===== src/rtl/decoder_pkg.sv =====
// Shared opcode constants, field positions, FSM encoding and the
// instruction-class decode used by the pipelined decoder.
package decoder_pkg;

  // Major opcodes, instr[15:13]
  localparam logic [2:0] OPC_MOV = 3'b110;
  localparam logic [2:0] OPC_ALU = 3'b101;
  localparam logic [2:0] OPC_LDR = 3'b011;
  localparam logic [2:0] OPC_STR = 3'b100;
  localparam logic [2:0] OPC_HLT = 3'b111;

  // Sub-op codes, instr[12:11]
  localparam logic [1:0] ALU_ADD = 2'b00;
  localparam logic [1:0] ALU_CMP = 2'b01;
  localparam logic [1:0] ALU_AND = 2'b10;
  localparam logic [1:0] ALU_MVN = 2'b11;
  localparam logic [1:0] MOV_REG = 2'b00;
  localparam logic [1:0] MOV_IMM = 2'b10;
  localparam logic [1:0] MEM_OP  = 2'b00;

  // Field bit positions
  localparam int OPC_MSB  = 15;
  localparam int OPC_LSB  = 13;
  localparam int OP_MSB   = 12;
  localparam int OP_LSB   = 11;
  localparam int RN_MSB   = 10;
  localparam int RN_LSB   = 8;
  localparam int RD_MSB   = 7;
  localparam int RD_LSB   = 5;
  localparam int SH_MSB   = 4;
  localparam int SH_LSB   = 3;
  localparam int RM_MSB   = 2;
  localparam int RM_LSB   = 0;
  localparam int IMM5_MSB = 4;
  localparam int IMM8_MSB = 7;

  typedef enum logic [1:0] {
    ST_IDLE  = 2'd0,
    ST_RD0   = 2'd1,
    ST_RD1   = 2'd2,
    ST_ISSUE = 2'd3
  } state_e;

  typedef struct packed {
    logic [1:0] nreads;
    logic [2:0] src0;
    logic [2:0] src1;
    logic       wr_en;
    logic [2:0] wr_sel;
    logic       illegal;
  } dec_info_t;

  // Register read plan and write-back target for one instruction word.
  // Non-writing classes report wr_sel=0 so the bundle never shows a stale index.
  function automatic dec_info_t decode_class(input logic [15:0] instr);
    dec_info_t  info;
    logic [2:0] opc;
    logic [1:0] op;
    logic [2:0] rn;
    logic [2:0] rd;
    logic [2:0] rm;
    opc  = instr[OPC_MSB:OPC_LSB];
    op   = instr[OP_MSB:OP_LSB];
    rn   = instr[RN_MSB:RN_LSB];
    rd   = instr[RD_MSB:RD_LSB];
    rm   = instr[RM_MSB:RM_LSB];
    info = '0;
    case (opc)
      OPC_MOV: begin
        if (op == MOV_IMM) begin
          info.wr_en  = 1'b1;
          info.wr_sel = rn;
        end else if (op == MOV_REG) begin
          info.nreads = 2'd1;
          info.src0   = rm;
          info.wr_en  = 1'b1;
          info.wr_sel = rd;
        end else begin
          info.illegal = 1'b1;
        end
      end
      OPC_ALU: begin
        case (op)
          ALU_ADD, ALU_AND: begin
            info.nreads = 2'd2;
            info.src0   = rn;
            info.src1   = rm;
            info.wr_en  = 1'b1;
            info.wr_sel = rd;
          end
          ALU_CMP: begin
            info.nreads = 2'd2;
            info.src0   = rn;
            info.src1   = rm;
          end
          default: begin
            info.nreads = 2'd1;
            info.src0   = rm;
            info.wr_en  = 1'b1;
            info.wr_sel = rd;
          end
        endcase
      end
      OPC_LDR: begin
        if (op == MEM_OP) begin
          info.nreads = 2'd1;
          info.src0   = rn;
          info.wr_en  = 1'b1;
          info.wr_sel = rd;
        end else begin
          info.illegal = 1'b1;
        end
      end
      OPC_STR: begin
        if (op == MEM_OP) begin
          info.nreads = 2'd2;
          info.src0   = rn;
          info.src1   = rd;
        end else begin
          info.illegal = 1'b1;
        end
      end
      OPC_HLT: begin
        info = '0;
      end
      default: begin
        info.illegal = 1'b1;
      end
    endcase
    return info;
  endfunction

endpackage


===== src/rtl/instr_fifo.sv =====
// Circular instruction buffer. Count distinguishes full from empty because
// both pointers wrap modulo DEPTH; flush discards everything at the next edge.
module instr_fifo #(
  parameter int WIDTH = 16,
  parameter int DEPTH = 4,
  localparam int AW = $clog2(DEPTH)
) (
  input  logic             clk,
  input  logic             rst_n,
  input  logic             flush_i,
  input  logic             push_i,
  input  logic [WIDTH-1:0] wdata_i,
  input  logic             pop_i,
  output logic [WIDTH-1:0] rdata_o,
  output logic             full_o,
  output logic             empty_o,
  output logic [AW:0]      count_o
);

  localparam logic [AW-1:0] PTR_ONE  = AW'(1);
  localparam logic [AW:0]   CNT_ONE  = (AW + 1)'(1);
  localparam logic [AW:0]   CNT_FULL = (AW + 1)'(DEPTH);

  logic [WIDTH-1:0] mem_q [DEPTH];
  logic [AW-1:0]    wr_ptr_q, wr_ptr_d;
  logic [AW-1:0]    rd_ptr_q, rd_ptr_d;
  logic [AW:0]      count_q, count_d;
  logic             do_push;
  logic             do_pop;

  assign full_o  = (count_q == CNT_FULL);
  assign empty_o = (count_q == '0);
  assign count_o = count_q;
  assign rdata_o = mem_q[rd_ptr_q];
  assign do_push = push_i && !full_o && !flush_i;
  assign do_pop  = pop_i && !empty_o && !flush_i;

  // Pointer and occupancy update; flush wins over push and pop
  always_comb begin
    wr_ptr_d = wr_ptr_q;
    rd_ptr_d = rd_ptr_q;
    count_d  = count_q;
    if (flush_i) begin
      wr_ptr_d = '0;
      rd_ptr_d = '0;
      count_d  = '0;
    end else begin
      if (do_push) wr_ptr_d = wr_ptr_q + PTR_ONE;
      if (do_pop)  rd_ptr_d = rd_ptr_q + PTR_ONE;
      case ({do_push, do_pop})
        2'b10:   count_d = count_q + CNT_ONE;
        2'b01:   count_d = count_q - CNT_ONE;
        default: count_d = count_q;
      endcase
    end
  end

  // Pointer/count registers
  always_ff @(posedge clk or negedge rst_n) begin
    if (!rst_n) begin
      wr_ptr_q <= '0;
      rd_ptr_q <= '0;
      count_q  <= '0;
    end else begin
      wr_ptr_q <= wr_ptr_d;
      rd_ptr_q <= rd_ptr_d;
      count_q  <= count_d;
    end
  end

  // Storage array; contents are only meaningful below count, so no reset
  always_ff @(posedge clk) begin
    if (do_push) mem_q[wr_ptr_q] <= wdata_i;
  end

endmodule


===== src/rtl/pipelined_instruction_decoder.sv =====
// Buffered instruction decoder: pops instructions from a FIFO, sequences
// up to two register-file reads, then holds the decoded bundle until the
// datapath controller accepts it.
//
//   state    | meaning
//   ---------+--------------------------------------------------------
//   ST_IDLE  | nothing in IR; pop the FIFO head as soon as one exists
//   ST_RD0   | rd_en with the first source operand of IR
//   ST_RD1   | rd_en with the second source operand of IR
//   ST_ISSUE | out_valid, bundle held; on accept pop next or go idle
module pipelined_instruction_decoder
  import decoder_pkg::*;
#(
  parameter int DW     = 16,
  parameter int QDEPTH = 4
) (
  input  logic          clk,
  input  logic          rst_n,
  input  logic          flush,
  input  logic [15:0]   in_instr,
  input  logic          in_valid,
  output logic          in_ready,
  output logic          rd_en,
  output logic [2:0]    rd_num,
  output logic          out_valid,
  input  logic          out_ready,
  output logic [2:0]    opcode,
  output logic [1:0]    op,
  output logic [1:0]    alu_op,
  output logic [1:0]    shift,
  output logic [DW-1:0] sximm5,
  output logic [DW-1:0] sximm8,
  output logic          wr_en,
  output logic [2:0]    wr_num,
  output logic          illegal,
  output logic          halt,
  output logic          busy
);

  localparam int AW = $clog2(QDEPTH);

  state_e      state_q, state_d;
  logic [15:0] ir_q, ir_d;
  logic [15:0] fifo_rdata;
  logic        fifo_full;
  logic        fifo_empty;
  logic [AW:0] fifo_count;
  logic        pop;
  dec_info_t   ir_info;
  dec_info_t   head_info;

  assign ir_info   = decode_class(ir_q);
  assign head_info = decode_class(fifo_rdata);

  instr_fifo #(
    .WIDTH (16),
    .DEPTH (QDEPTH)
  ) u_fifo (
    .clk     (clk),
    .rst_n   (rst_n),
    .flush_i (flush),
    .push_i  (in_valid),
    .wdata_i (in_instr),
    .pop_i   (pop),
    .rdata_o (fifo_rdata),
    .full_o  (fifo_full),
    .empty_o (fifo_empty),
    .count_o (fifo_count)
  );

  // Next state, IR load and FIFO pop; a freshly loaded instruction skips
  // straight to ISSUE when it needs no register reads
  always_comb begin
    state_d = state_q;
    ir_d    = ir_q;
    pop     = 1'b0;
    if (flush) begin
      state_d = ST_IDLE;
      ir_d    = '0;
    end else begin
      case (state_q)
        ST_IDLE: begin
          if (!fifo_empty) begin
            pop     = 1'b1;
            ir_d    = fifo_rdata;
            state_d = (head_info.nreads != 2'd0) ? ST_RD0 : ST_ISSUE;
          end
        end
        ST_RD0: begin
          state_d = (ir_info.nreads == 2'd2) ? ST_RD1 : ST_ISSUE;
        end
        ST_RD1: begin
          state_d = ST_ISSUE;
        end
        ST_ISSUE: begin
          if (out_ready) begin
            if (!fifo_empty) begin
              pop     = 1'b1;
              ir_d    = fifo_rdata;
              state_d = (head_info.nreads != 2'd0) ? ST_RD0 : ST_ISSUE;
            end else begin
              state_d = ST_IDLE;
            end
          end
        end
        default: state_d = ST_IDLE;
      endcase
    end
  end

  // Sequencer state and instruction register
  always_ff @(posedge clk or negedge rst_n) begin
    if (!rst_n) begin
      state_q <= ST_IDLE;
      ir_q    <= '0;
    end else begin
      state_q <= state_d;
      ir_q    <= ir_d;
    end
  end

  // Register-read strobe and index, only in the read states
  always_comb begin
    rd_en  = 1'b0;
    rd_num = '0;
    case (state_q)
      ST_RD0: begin
        rd_en  = 1'b1;
        rd_num = ir_info.src0;
      end
      ST_RD1: begin
        rd_en  = 1'b1;
        rd_num = ir_info.src1;
      end
      default: begin
        rd_en  = 1'b0;
        rd_num = '0;
      end
    endcase
  end

  assign in_ready  = !fifo_full;
  assign out_valid = (state_q == ST_ISSUE);
  assign busy      = (state_q != ST_IDLE) || (fifo_count != '0);

  // Field outputs come straight from IR; the class flags are qualified by
  // out_valid so a cleared IR (opcode 000) does not read as illegal
  assign opcode  = ir_q[OPC_MSB:OPC_LSB];
  assign op      = ir_q[OP_MSB:OP_LSB];
  assign alu_op  = ir_q[OP_MSB:OP_LSB];
  assign shift   = ir_q[SH_MSB:SH_LSB];
  assign sximm5  = {{(DW-IMM5_MSB-1){ir_q[IMM5_MSB]}}, ir_q[IMM5_MSB:0]};
  assign sximm8  = {{(DW-IMM8_MSB-1){ir_q[IMM8_MSB]}}, ir_q[IMM8_MSB:0]};
  assign wr_num  = ir_info.wr_sel;
  assign wr_en   = out_valid && ir_info.wr_en;
  assign illegal = out_valid && ir_info.illegal;
  assign halt    = out_valid && (ir_q[OPC_MSB:OPC_LSB] == OPC_HLT);

endmodule

===== config.mk =====
export PLATFORM = sky130hd
export DESIGN_NAME = pipelined_instruction_decoder
export DESIGN_NICKNAME = d
export VERILOG_FILES = /design/src/rtl/decoder_pkg.sv /design/src/rtl/instr_fifo.sv /design/src/rtl/pipelined_instruction_decoder.sv
export SDC_FILE = /design/constraint.sdc
export NUM_CORES = 1
export LEC_CHECK = 0
export ABC_AREA = 1
export BUFFER_PORTS_ARGS = -buffer_cell sky130_fd_sc_hd__buf_2
export CELL_PAD_IN_SITES_DETAIL_PLACEMENT = 0
export CELL_PAD_IN_SITES_GLOBAL_PLACEMENT = 1
export CORE_AREA = 3 3 122 95
export DETAILED_ROUTE_END_ITERATION = 6
export DIE_AREA = 0 0 125 98
export GPL_TIMING_DRIVEN = 0
export PLACE_DENSITY = 0.75
export SYNTH_ARGS = -nofsm -noshare
export SYNTH_HDL_FRONTEND = slang
export SYNTH_SLANG_ARGS = --single-unit

===== constraint.sdc =====
create_clock -name clk -period 2.8 [get_ports clk]
set_clock_uncertainty 0.1 [all_clocks]
set_input_delay 0.56 -clock clk [delete_from_list [all_inputs] [get_ports clk]]
set_output_delay 0.56 -clock clk [all_outputs]
set_load 0.02 [all_outputs]

# [Yosys cells after proc, flatten, opt, wreduce, memory -nomap -nowiden]
# Memory sizes are Yosys's and may differ from the RTL's.
# Cells that the tools add are included.
[totals] reg_bits=25 latch_bits=0 ram_bits=64 mem_bits_ro=0 inputBits=21 out_inout_bits=54 word_cells=107 memories=1
[op_classes] addsub=4 multipliers=0 div_mod_pow=0 n_lt_le_gt_ge=0 n_eq_ne=22 shift=0 muxes=46 bitwise_logic=0 reduce_logical=29
[mem_list] memory="u_fifo.mem_q" depth=4 width=16 rd=1 rd_ports_with_merged_regs=0 write_ports=1 line_no="instr_fifo.sv:24" rtl="logic [WIDTH-1:0] mem_q [DEPTH];"
[op_table] cell="$mux W16" n=3
[op_table] cell="$pmux W5 S4" n=2
[op_table] cell="$mux W4" n=9
[op_table] cell="$pmux W16 S2" n=1
[op_table] cell="$eq A3 B3 Y1 const B" n=8
[op_table] cell="$mux W2" n=9
[op_table] cell="$pmux W3 S2" n=3
[op_table] cell="$mux W8" n=2
[op_table] cell="$eq A2 B2 Y1 const B" n=6
[op_table] cell="$pmux W4 S3" n=1
[op_table] cell="$mux W5" n=2
[op_table] cell="$mux W1" n=9
[op_table] cell="$reduce_bool A3 Y1" n=3
[op_table] cell="$eq A2 B1 Y1 const B" n=4
[op_table] cell="$pmux W2 S4" n=1
[op_table] cell="$reduce_bool A2 Y1" n=4
[op_table] cell="$logic_and A1 B1 Y1" n=7
[op_table] cell="$eq A3 B2 Y1 const B" n=2
[op_table] cell="$logic_not A2 Y1" n=3
[op_table] cell="$mux W3" n=2
[op_table] cell="$reduce_or A2 Y1" n=3
[op_table] cell="$reduce_or A3 Y1" n=2
[op_table] cell="$add A2 B1 Y2 const B" n=2
[op_table] cell="$reduce_and A2 Y1" n=2
[op_table] cell="other kinds (9)" n=11

# [Depth between registers and ports, before layout]
# Gate-level depths: netlist of run 1.
# An unclocked memory read counts as a cell.
[logic_depth] depth_word=11 ltp_mapped=15 ltp_nobuf=14

# [Modules after synthesis]
# A second synthesis of run 1 with hierarchy kept.
[unflattened] hier_cells=465 hier_area_um2=4518.1
[modules_own_cells] mod="instr_fifo" instances=1 cells_each=220 area_each_um2=2849.0 seq_area_each_um2=2097.0
[modules_own_cells] mod="pipelined_instruction_decoder" instances=1 cells_each=245 area_each_um2=1669.1 seq_area_each_um2=450.4

# [Worst setup path before layout of run 1]
# Ideal clock, no wire load.
[synth_timing] path_type="register to register" startpoint="register state_q[0]" endpoint="register u_fifo.count_q[2] (netlist: u_fifo.count_o[2])" setup_time_ns=0.118 t_arrival_ns=2.027 path_slack_ns=0.555 path_stages_with_launch=15 period_less_slack_ns=2.245 cell_sequence="dfrtp_1 > inv_1 > ha_1 > inv_1 > o211ai_1 > nor2_2 > nand2_2 > nor2_2 > fa_1 > xnor2_1 > inv_1 > nand2_1 > nand2_1 > nand3_1 > nand2_1"
[synth_via] elab_chain_cells=8
[synth_lines] element="start: declaration" line_no="pipelined_instruction_decoder.sv:42" rtl="state_e state_q, state_d;"
[synth_lines] element="start signal: assignment" line_no="pipelined_instruction_decoder.sv:117" rtl="state_q <= state_d;"
[synth_lines] element="$eq A2 B2 Y1 or $logic_not A2 Y1 (tied branches)" line_no="pipelined_instruction_decoder.sv:81" rtl="case (state_q)"
[synth_lines] element="$pmux W1 S2 *" line_no="pipelined_instruction_decoder.sv:81"
[synth_lines] element="$mux W1 *" line_no="pipelined_instruction_decoder.sv:77" rtl="if (flush) begin"
[synth_lines] element="$logic_and A1 B1 Y1 * (2 in a row)" line_no="instr_fifo.sv:36" rtl="assign do_pop = pop_i && !empty_o && !flush_i;"
[synth_lines] element="$eq A2 B1 Y1 or $eq A2 B2 Y1 (tied branches)" line_no="instr_fifo.sv:50" rtl="case ({do_push, do_pop})"
[synth_lines] element="$pmux W3 S2" line_no="instr_fifo.sv:50"
[synth_lines] element="$mux W3" line_no="instr_fifo.sv:43" rtl="if (flush_i) begin"
[synth_lines] element="end signal: assignment" line_no="instr_fifo.sv:67" rtl="count_q <= count_d;"
[synth_lines] element="end: declaration" line_no="instr_fifo.sv:27" rtl="logic [AW:0] count_q, count_d;"
# Every way passes the cells marked *; elsewhere a longest branch is shown, timed or not.
# A chain may end at the register's enable or synchronous reset.

# [Worst setup path in the final report of run 1]
[layout_timing] startpoint="register ir_q[11]" endpoint="output rd_num[1]"
[layout_via] elab_chain_cells=5
[layout_lines] element="start: declaration" line_no="pipelined_instruction_decoder.sv:43" rtl="logic [15:0] ir_q, ir_d;"
[layout_lines] element="start signal: assignment" line_no="pipelined_instruction_decoder.sv:118" rtl="ir_q <= ir_d;"
[layout_lines] element="$eq A2 B2 Y1 (tied with other cells)" line_no="decoder_pkg.sv:70, decoder_pkg.sv:83"
[layout_lines] element="$reduce_or A3 Y1 (no line) or $mux W4 (tied branches)"
[layout_lines] element="$mux W5 (tied with other cells)" line_no="decoder_pkg.sv:83" rtl="case (op)"
[layout_lines] element="$pmux W5 S4 or $pmux W3 S2 (tied branches)" line_no="decoder_pkg.sv:68" rtl="case (opc)"
[layout_lines] element="$pmux W3 S2 *" line_no="pipelined_instruction_decoder.sv:126" rtl="case (state_q)"
[layout_lines] element="end: declaration" line_no="pipelined_instruction_decoder.sv:24" rtl="output logic [2:0] rd_num,"
# Marks and branches as above.

==> results of run 1 <==
-- final cells by class --
cell class / instances / area (µm²) / share of cell area (%)
Tap cell: 136 / 170 / 3.17
Timing Repair Buffer: 78 / 430 / 8.01
Clock buffer: 9 / 225 / 4.19
Inverter: 48 / 183 / 3.40
Sequential cell: 89 / 2550 / 47.4
Clock inverter: 7 / 61.3 / 1.14
Buffer: 55 / 399 / 7.43
Multi-Input combinational cell: 260 / 1360 / 25.2
-- logic make-up after synthesis --
group	share of synthesized area, %
XOR/XNOR	0.196
adder cells (fa/ha/maj)	2.96
AND/OR/NAND/NOR	15.5
flip-flops	56.9
buffers and inverters	13.0
AO/OA/AOI/OAI	11.5
-- where the power goes --
group          leakage (nW)  switching [W]  internal (W)
Clock                 0.142       0.000544      0.000620
Sequential            0.918       0.000149       0.00155
Combinational          1.34        0.00101      0.000644
-- through the flow --
| stage | hold slack (ns) | cell area (µm²) | utilization [%] |
|---|---|---|---|
| floorplan | 0.164 | 4480 | - |
| global placement | 0.446 | 5020 | 48.6 |
| detailed placement | 0.452 | 5090 | 49.2 |
| CTS | 0.140 | 5370 | 52.0 |
| global route | 0.164 | 5370 | 52.0 |
| finish | 0.104 | 5370 | 52.0 |
-- state kept, by name, summed over array words and instances (netlist names) --
signal and flops:
u_fifo.mem_q 64, ir_q 16, u_fifo.count_o 3, state_q 2, u_fifo.rd_ptr_q 2, u_fifo.wr_ptr_q 2
-- final timing paths --
kind | startpoint | endpoint | cells past startpoint | slack (ns)
min | rst_n | state_q[1] | 1 | 0.10
min reg2reg | ir_q[3] | ir_q[3] | 2 | 0.46
min in group clk | in_instr[14] | u_fifo.mem_q[2][14] | 1 | 0.32
max in group asynchronous | rst_n | u_fifo.wr_ptr_q[1] | 1 | 2.11
max | ir_q[11] | rd_num[1] | 6 | 0.21
max reg2reg | state_q[0] | u_fifo.count_o[2] | 13 | 0.44
-- layer usage --
metal | vias to the layer above | part of all wire, %
li1 | 1673 | -
met1 | 1560 | 48
met2 | 90 | 46
met3 | 9 | 5.4
met4 | 0 | 1.1
met5 | - | 0
-- cell usage after synthesis, types with 5 or more instances --
cell type and n:
nand2_2 6, inv_1 42, edfxtp_1 64, buf_4 44
inv_2 5, o21ai_0 44, o22ai_1 17, dfrtp_1 25
o21ai_1 12, nand3_1 28, nor2_1 35, ha_1 9
nand2_1 73, a21oi_1 13
-- worst register-to-register path: stages (launching register included) --
cell	delay (ns)
dfrtp_1	0.41
inv_1	0.10
ha_1	0.25
o21ai_2	0.22
inv_1	0.07
nand2_2	0.14
nor2_2	0.07
fa_1	0.39
xnor2_1	0.22
inv_1	0.06
nand2_1	0.06
nand2_1	0.04
nand3_1	0.06
nand2_1	0.06
==> metrics.md, run 1 <==
| Metric | Value |
|---|---|
| Status | completed |
| Worst Tran Pin Value | a little under 0.6 ns |
| Crit path time final | 2.59 ns |
| All-layer global routing usage | between 10% and 20% |
| Area Growth Syn to Fin | 20.0% |
| Final setup fails | 0 |
| Num CTS Buffers | 9 |
| M2 GR Usage | 27.2% |
| Final ANT Viol Nets | 0 |
| Critical path class | flip-flop to primary output |
| GP Congestion | ~0.85 |
| Avg Cell Area, Syn | 9.90 µm² |
| Layer with the highest usage | met2 |
| Max incr delay on CP | 0.52 ns |
| Starting DRT DRC Count | roughly 270 |
| Core Region | between 10000 and 15000 µm² |
| Critical path, cell by cell | nor2_4, inv_1, o31ai_1, o21ai_0, a21oi_1, buf_2 |
| Min-delay worst type | input port to async pin |
| Number of port buffers | 74 |
| Layout Nets | around 570 |
| Crit-path max FO | 9 |
| Peak supply drop | ~0.00050 V |
| Synth async-reset ratio | 28.1% |
| Pin count of the biggest net entering global routing | 26 |
| Met3 capacity usage during global routing | between 4 and 5% |
| Fin. Hold Viols | 0 |
| Clock sink count | 89 |
| Seq/Total Area, Yosys | roughly 57% |
| Antenna cells | 0 |
| Critical path's slowest cell | dfrtp_1 |
| DR pass1 iterations | 5 |
| Max Fclk | 0.386 GHz |
| DRC viols | 0 |
| Vias per inst | about 5 |
| Starting Density | 43.3% |
| Mapped Nets | 483 |
| Total die area | 12300 µm² |
| Cell Pwr Density | 840 nW/µm² |
| Commonest cells after routing, fill and taps aside | buf_2, nand2_1, edfxtp_1, o21ai_0, buf_4 |
| Filler cells | 972 |
| Setup repair after global routing missed its margin | false |
| Clock latency at the later pin of the worst-skew pair | 0.35 ns |
| Die Span Y | 98 µm |
| CTS tree | done |
| Met1 usage | 24.2% |
| Cell accounting for the most synthesized area | edfxtp_1 |
| Share of the synthesized area in the top cell type | 42.9% |
| Ratio of cells with drive above 1 in the final layout | around 31% |
| Rel. slew slack | 61.4% |
| Hold Buf Count CTS | 0 |
| Post-CTS setup buffer count | 0 |
| Worst Setup Start Kind | flip-flop |
| P_leak | 2.40 nW |
| Pwr Total | 0.00452 W |
| Post-Syn Instances | 452 |
| Worst path required time | 2.14 ns |
| Clock transition at path regs | roughly 0.07 ns |
| Pre-CTS WS | 0.350 ns |
| Clock Path Buffers | 2 |
| FP Rows | 32 |
| Drt wl/cell | around 15 µm |
| CP arrival | 1.93 ns |
| Setup TNS | 0 ns |
| Max Cap Violations | 0 |
| Non-filler cells, final | 682 |
| Post-CTS resize count | 0 |
| Clock root cell | clkbuf_16 |
| Final period util | 92.4% |
| H-tree levels | 3 |
| Synth area leaders | edfxtp_1, dfrtp_1, buf_4 |
| Setup ws final | around 0.21 ns |
| Most common cell after layout, fill and taps aside | buf_2 |
| Distinct cells, synth | 34 |
| #FFs+latches synth | 89 |
| Via count | 3332 |
| Placed Cells | roughly 670 |
| Predominant post-synthesis flop cell | edfxtp_1 |
| Worst Setup End Kind | primary output |
| Max-slew violation count | 0 |
| Synth Warn # | 0 |
| Vias in the first global route | 3208 |
| Post-Route WL | 10300 µm |
| Overflow left after global routing | 0 |
| Initial antenna violation count | 0 |
| Crit path buffers/inverters | 2 |
| First-pass GRT wire length | 16800 µm |
| DP HPWL | 7590 µm |
| Number of synthesized flops with an enable pin | 64 |
| IO Pins | 75 |
| Chip width | roughly 130 µm |
| Crit-path leading delay family | flip-flops |
| Mapped cell area | about 4500 µm² |
Power figures use the tool's default switching activity.
==> inputs of run 2 (changes only) <==
--- a/config.mk
+++ b/config.mk
@@ -9,11 +9,12 @@
 export BUFFER_PORTS_ARGS = -buffer_cell sky130_fd_sc_hd__buf_2
 export CELL_PAD_IN_SITES_DETAIL_PLACEMENT = 0
 export CELL_PAD_IN_SITES_GLOBAL_PLACEMENT = 1
-export CORE_AREA = 3 3 122 95
+export CORE_AREA = 3 3 123 95
 export DETAILED_ROUTE_END_ITERATION = 6
-export DIE_AREA = 0 0 125 98
+export DIE_AREA = 0 0 126 98
 export GPL_TIMING_DRIVEN = 0
 export PLACE_DENSITY = 0.75
 export SYNTH_ARGS = -nofsm -noshare
 export SYNTH_HDL_FRONTEND = slang
+export SYNTH_HIERARCHICAL = 1
 export SYNTH_SLANG_ARGS = --single-unit
==> run 2 against run 1 <==
Against the previous run: sequential power increased by 11%; combinational power rose by 52%; first-iteration DRC count decreased by 29%; cell area rose by 0.16%; non-clock buffer count down 1; sequential share of layout area shrank 0.077 points; total power increased by 22%; critical endpoint is now u_fifo/count_o[2]; largest power group is now combinational logic.
==> metrics.md, run 2 <==
| Metric | Value |
|---|---|
| Peak supply drop | 0.000600 V (+19%) |
| Xor and xnor area share after synthesis | 0.194% (-0.0018 points) |
| Crit path buffers/inverters | 3 (+1) |
| Clock transition at path regs | 0.06 ns (about the same) |
| Power share of the clock group | 20.7% (-5.1 points) |
| Area Growth Syn to Fin | 19.1% |
| Reg2reg path depth | 14 (+1) |
| DR WL met2 | 4570 µm (-3.3%) |
| Critical path, cell by cell | inv_1, ha_1, nor4_1, nand2_2, nor2_2, nand2_1, inv_1, fa_1, xnor2_1, inv_1, nand2_1, nand2_1, nand2_1, nand2_1 |
| Avg Cell Area, Syn | 9.72 µm² (-1.9%) |
| Synth Warn # | 6 (+6) |
| Vias in the first global route | 3086 (-3.8%) |
| Num CTS Buffers | 9 (unchanged) |
| CP arrival | 2.65 ns (+0.72 ns) |
| Die Span Y | 98 µm (unchanged) |
| Final ANT Viol Nets | 0 (unchanged) |
| Pre-CTS WS | 0.321 ns (-0.0290 ns) |
| Antenna cells | 0 (unchanged) |
| Max Cap Violations | 0 (unchanged) |
| Largest register FFs | 64 (unchanged) |
| Worst r2r src | state_q[0] |
| Commonest cells after routing, fill and taps aside | buf_2, nand2_1, edfxtp_1, nor2_1, buf_4 |
| Setup repair after global routing missed its margin | false |
| Cell Pwr Density | 1020 nW/µm² (+22%) |
| Final period util | 90.1% (-2.3 points) |
| Via count | 3410 (+2.3%) |
| Layout Nets | 583 (+1.9%) |
| Reg power frac | 34.0% (-3.6 points) |
| GP Congestion | 0.837 (-2.0%) |
| #FFs+latches synth | 89 (unchanged) |
| Worst Setup Start Kind | flip-flop |
| Pin count of the biggest net entering global routing | 26 (unchanged) |
| Clock latency at the later pin of the worst-skew pair | 0.33 ns (-0.02 ns) |
| Psw | 0.00220 W (+29%) |
| Max Fclk | 0.396 GHz (+2.6%) |
| Met1 wire length | 4820 µm (-2.1%) |
| Adder-cell area share of the yosys netlist | 2.94% (-0.028 points) |
| Clock root cell | clkbuf_16 |
| Pwr Total | 0.00552 W (+22%) |
| IO Pins | 75 (unchanged) |
| Met3 WL | 760 µm (+37%) |
| FF-to-FF setup slack | 0.28 ns (-0.16 ns) |
| Filler cells | 974 (+0.21%) |
| Placed Cells | 677 (+1.7%) |
| Non-filler cells, final | 693 (+1.6%) |
| Compound-cell area share of the yosys netlist | 12.6% (+1.1 points) |
| Crit-path leading delay family | simple AND/OR/NAND/NOR gates |
| Distinct cells, synth | 32 (-5.9%) |
| Critical path class | flip-flop to flip-flop |
| Clock sink count | 89 (unchanged) |
| Rel. slew slack | 33.6% (-28 points) |
| Chip width | 126 µm (+0.80%) |
| Simple-Gate Fraction of Synth Area | 15.4% (-0.035 points) |
| Post-Route WL | 10200 µm (-0.87%) |
| Post-CTS setup buffer count | 0 (unchanged) |
| Share of the synthesized area in the top cell type | 42.5% (-0.40 points) |
| CP endpoint | u_fifo/count_o[2] |
| Starting Density | 43.4% (+0.075 points) |
| Worst Tran Pin Value | 0.994 ns (+0.416 ns) |
| Fin. Hold Viols | 0 (unchanged) |
| Clock Path Buffers | 2 (unchanged) |
| Cell-internal power | 0.00331 W (+18%) |
| Post-CTS resize count | 0 (unchanged) |
| DRC viols | 0 (unchanged) |
| Mux contribution to synthesized area | 0% (unchanged) |
| Combinational share of power | 45.3% (+8.7 points) |
| Initial antenna violation count | 0 (unchanged) |
| Largest family of logic cells by synthesized area | simple AND/OR/NAND/NOR gates |
| DP HPWL | 7430 µm (-2.1%) |
| Drt wl/cell | 14.8 µm (-2.4%) |
| Total die area | 12300 µm² (+0.80%) |
| Hold Buf Count CTS | 0 (unchanged) |
| Highest Signal Layer | met4 |
| H-tree levels | 3 (unchanged) |
| Mapped cell area | 4520 µm² (+0.95%) |
| Critical path's slowest cell | nor4_1 |
| Seq/Total Area, Yosys | 56.4% (-0.54 points) |
| Vias per inst | 4.92 (+0.72%) |
| CP startpoint | state_q[0] |
| Ratio of cells with drive above 1 in the final layout | 30.9% (-0.26 points) |
| Largest Register | u_fifo/mem_q |
| Most common cell after layout, fill and taps aside | buf_2 |
| P_leak | 2.39 nW (-0.54%) |
| Max-slew violation count | 0 (unchanged) |
| Worst Setup End Kind | flip-flop |
| RR Endpoint | u_fifo/count_o[2] |
| Setup ws final | 0.277 ns (+0.0654 ns) |
| FP Rows | 32 (unchanged) |
| Hold slack | 0.116 ns (+0.0125 ns) |
| Most common cell in the netlist | nand2_1 |
| Starting DRT DRC Count | 189 (-29%) |
| Top cells by count, synth | nand2_1, edfxtp_1, nor2_1 |
| Min-delay worst type | input port to async pin |
| Post-Syn Instances | 465 (+2.9%) |
| All-layer global routing usage | 16.4% (-0.96 points) |
| CTS tree | done |
| Final setup fails | 0 (unchanged) |
| Synth async-reset ratio | 28.1% (unchanged) |
| First-pass GRT wire length | 16000 µm (-5.1%) |
| Synth area leaders | edfxtp_1, dfrtp_1, buf_4 |
| Sw Ratio | 39.9% (+2.2 points) |
| Core Region | 10400 µm² (+0.78%) |
| Max incr delay on CP | 0.45 ns (-0.07 ns) |
| Status | completed |
| Crit path time final | 2.52 ns (-0.0654 ns) |
| Critical Path Most Common Cell | nand2_1 |
| DR pass1 iterations | 5 (unchanged) |
| Worst path required time | 2.93 ns (+0.79 ns) |
| Mapped Nets | 496 (+2.7%) |
| Predominant post-synthesis flop cell | edfxtp_1 |
| Number of synthesized flops with an enable pin | 64 (unchanged) |
| Overflow left after global routing | 0 (unchanged) |
| Crit-path max FO | 4 (-5) |
| Number of port buffers | 74 (unchanged) |
| Worst path depth | 14 (+8) |
| Cell accounting for the most synthesized area | edfxtp_1 |
==> run 2: cell families after synthesis <==
family | Yosys count
AO/OA/AOI/OAI | 103
XOR/XNOR | 1
AND/OR/NAND/NOR | 162
buffers and inverters | 100
flip-flops | 89
adder cells (fa/ha/maj) | 10
==> run 2: final cells by class <==
class                      count  area, µm²  area share [%]
sequential                    89       2550            47.3
multi-input combinational    276       1420            26.3
buffer                        56        398            7.39
timing repair buffer          76        397            7.37
clock buffer                   9        225            4.19
tap                          136        170            3.16
inverter                      44        165            3.07
clock inverter                 7       61.3            1.14
==> run 2: worst register-to-register path, stage by stage (launching register included) <==
cell and delay [ns]:
dfrtp_1 0.40, inv_1 0.10, ha_1 0.36, nor4_1 0.45, nand2_2 0.15, nor2_2 0.12, nand2_1 0.07, inv_1 0.07
fa_1 0.18, xnor2_1 0.14, inv_1 0.06, nand2_1 0.06, nand2_1 0.04, nand2_1 0.06, nand2_1 0.04
==> run 2: routing by layer <==
layer | vias up | global-route usage [%]
li1 | 1698 | -
met1 | 1579 | 24.0
met2 | 127 | 24.4
met3 | 6 | 4.59
met4 | 0 | 4.29
met5 | - | 0
==> run 2: how the worst min path moves through the flow <==
stage	start	to	slack, ns	depth (start not counted)
4_1_cts	rst_n	u_fifo/count_o[0]	0.15	1
6_report	rst_n	u_fifo/count_o[0]	0.12	1
3_5_place_dp	ir_q[8]	ir_q[8]	0.38	2
5_1_grt	rst_n	u_fifo/count_o[0]	0.17	1
3_3_place_gp	ir_q[10]	ir_q[10]	0.38	2
2_1_floorplan	rst_n	ir_q[0]	0.16	0
==> run 2: power groups by stage <==
stage | Combinational [W] | Clock (W) | Sequential (W)
2_1_floorplan | 0.00187 | 0 | 0.00183
4_1_cts | 0.00251 | 0.00116 | 0.00188
6_report | 0.00250 | 0.00114 | 0.00188
3_5_place_dp | 0.00250 | 0 | 0.00191
3_3_place_gp | 0.00247 | 0 | 0.00190
5_1_grt | 0.00274 | 0.00122 | 0.00191
==> run 2: metrics by stage <==
stage / area, µm² / TNS, ns / utilization [%]
floorplan: 4520 / 0 / -
global route: 5380 / 0 / 51.7
finish: 5380 / 0 / 51.7
global placement: 5060 / -0.476 / 48.6
CTS: 5380 / 0 / 51.7
detailed placement: 5090 / 0 / 48.9
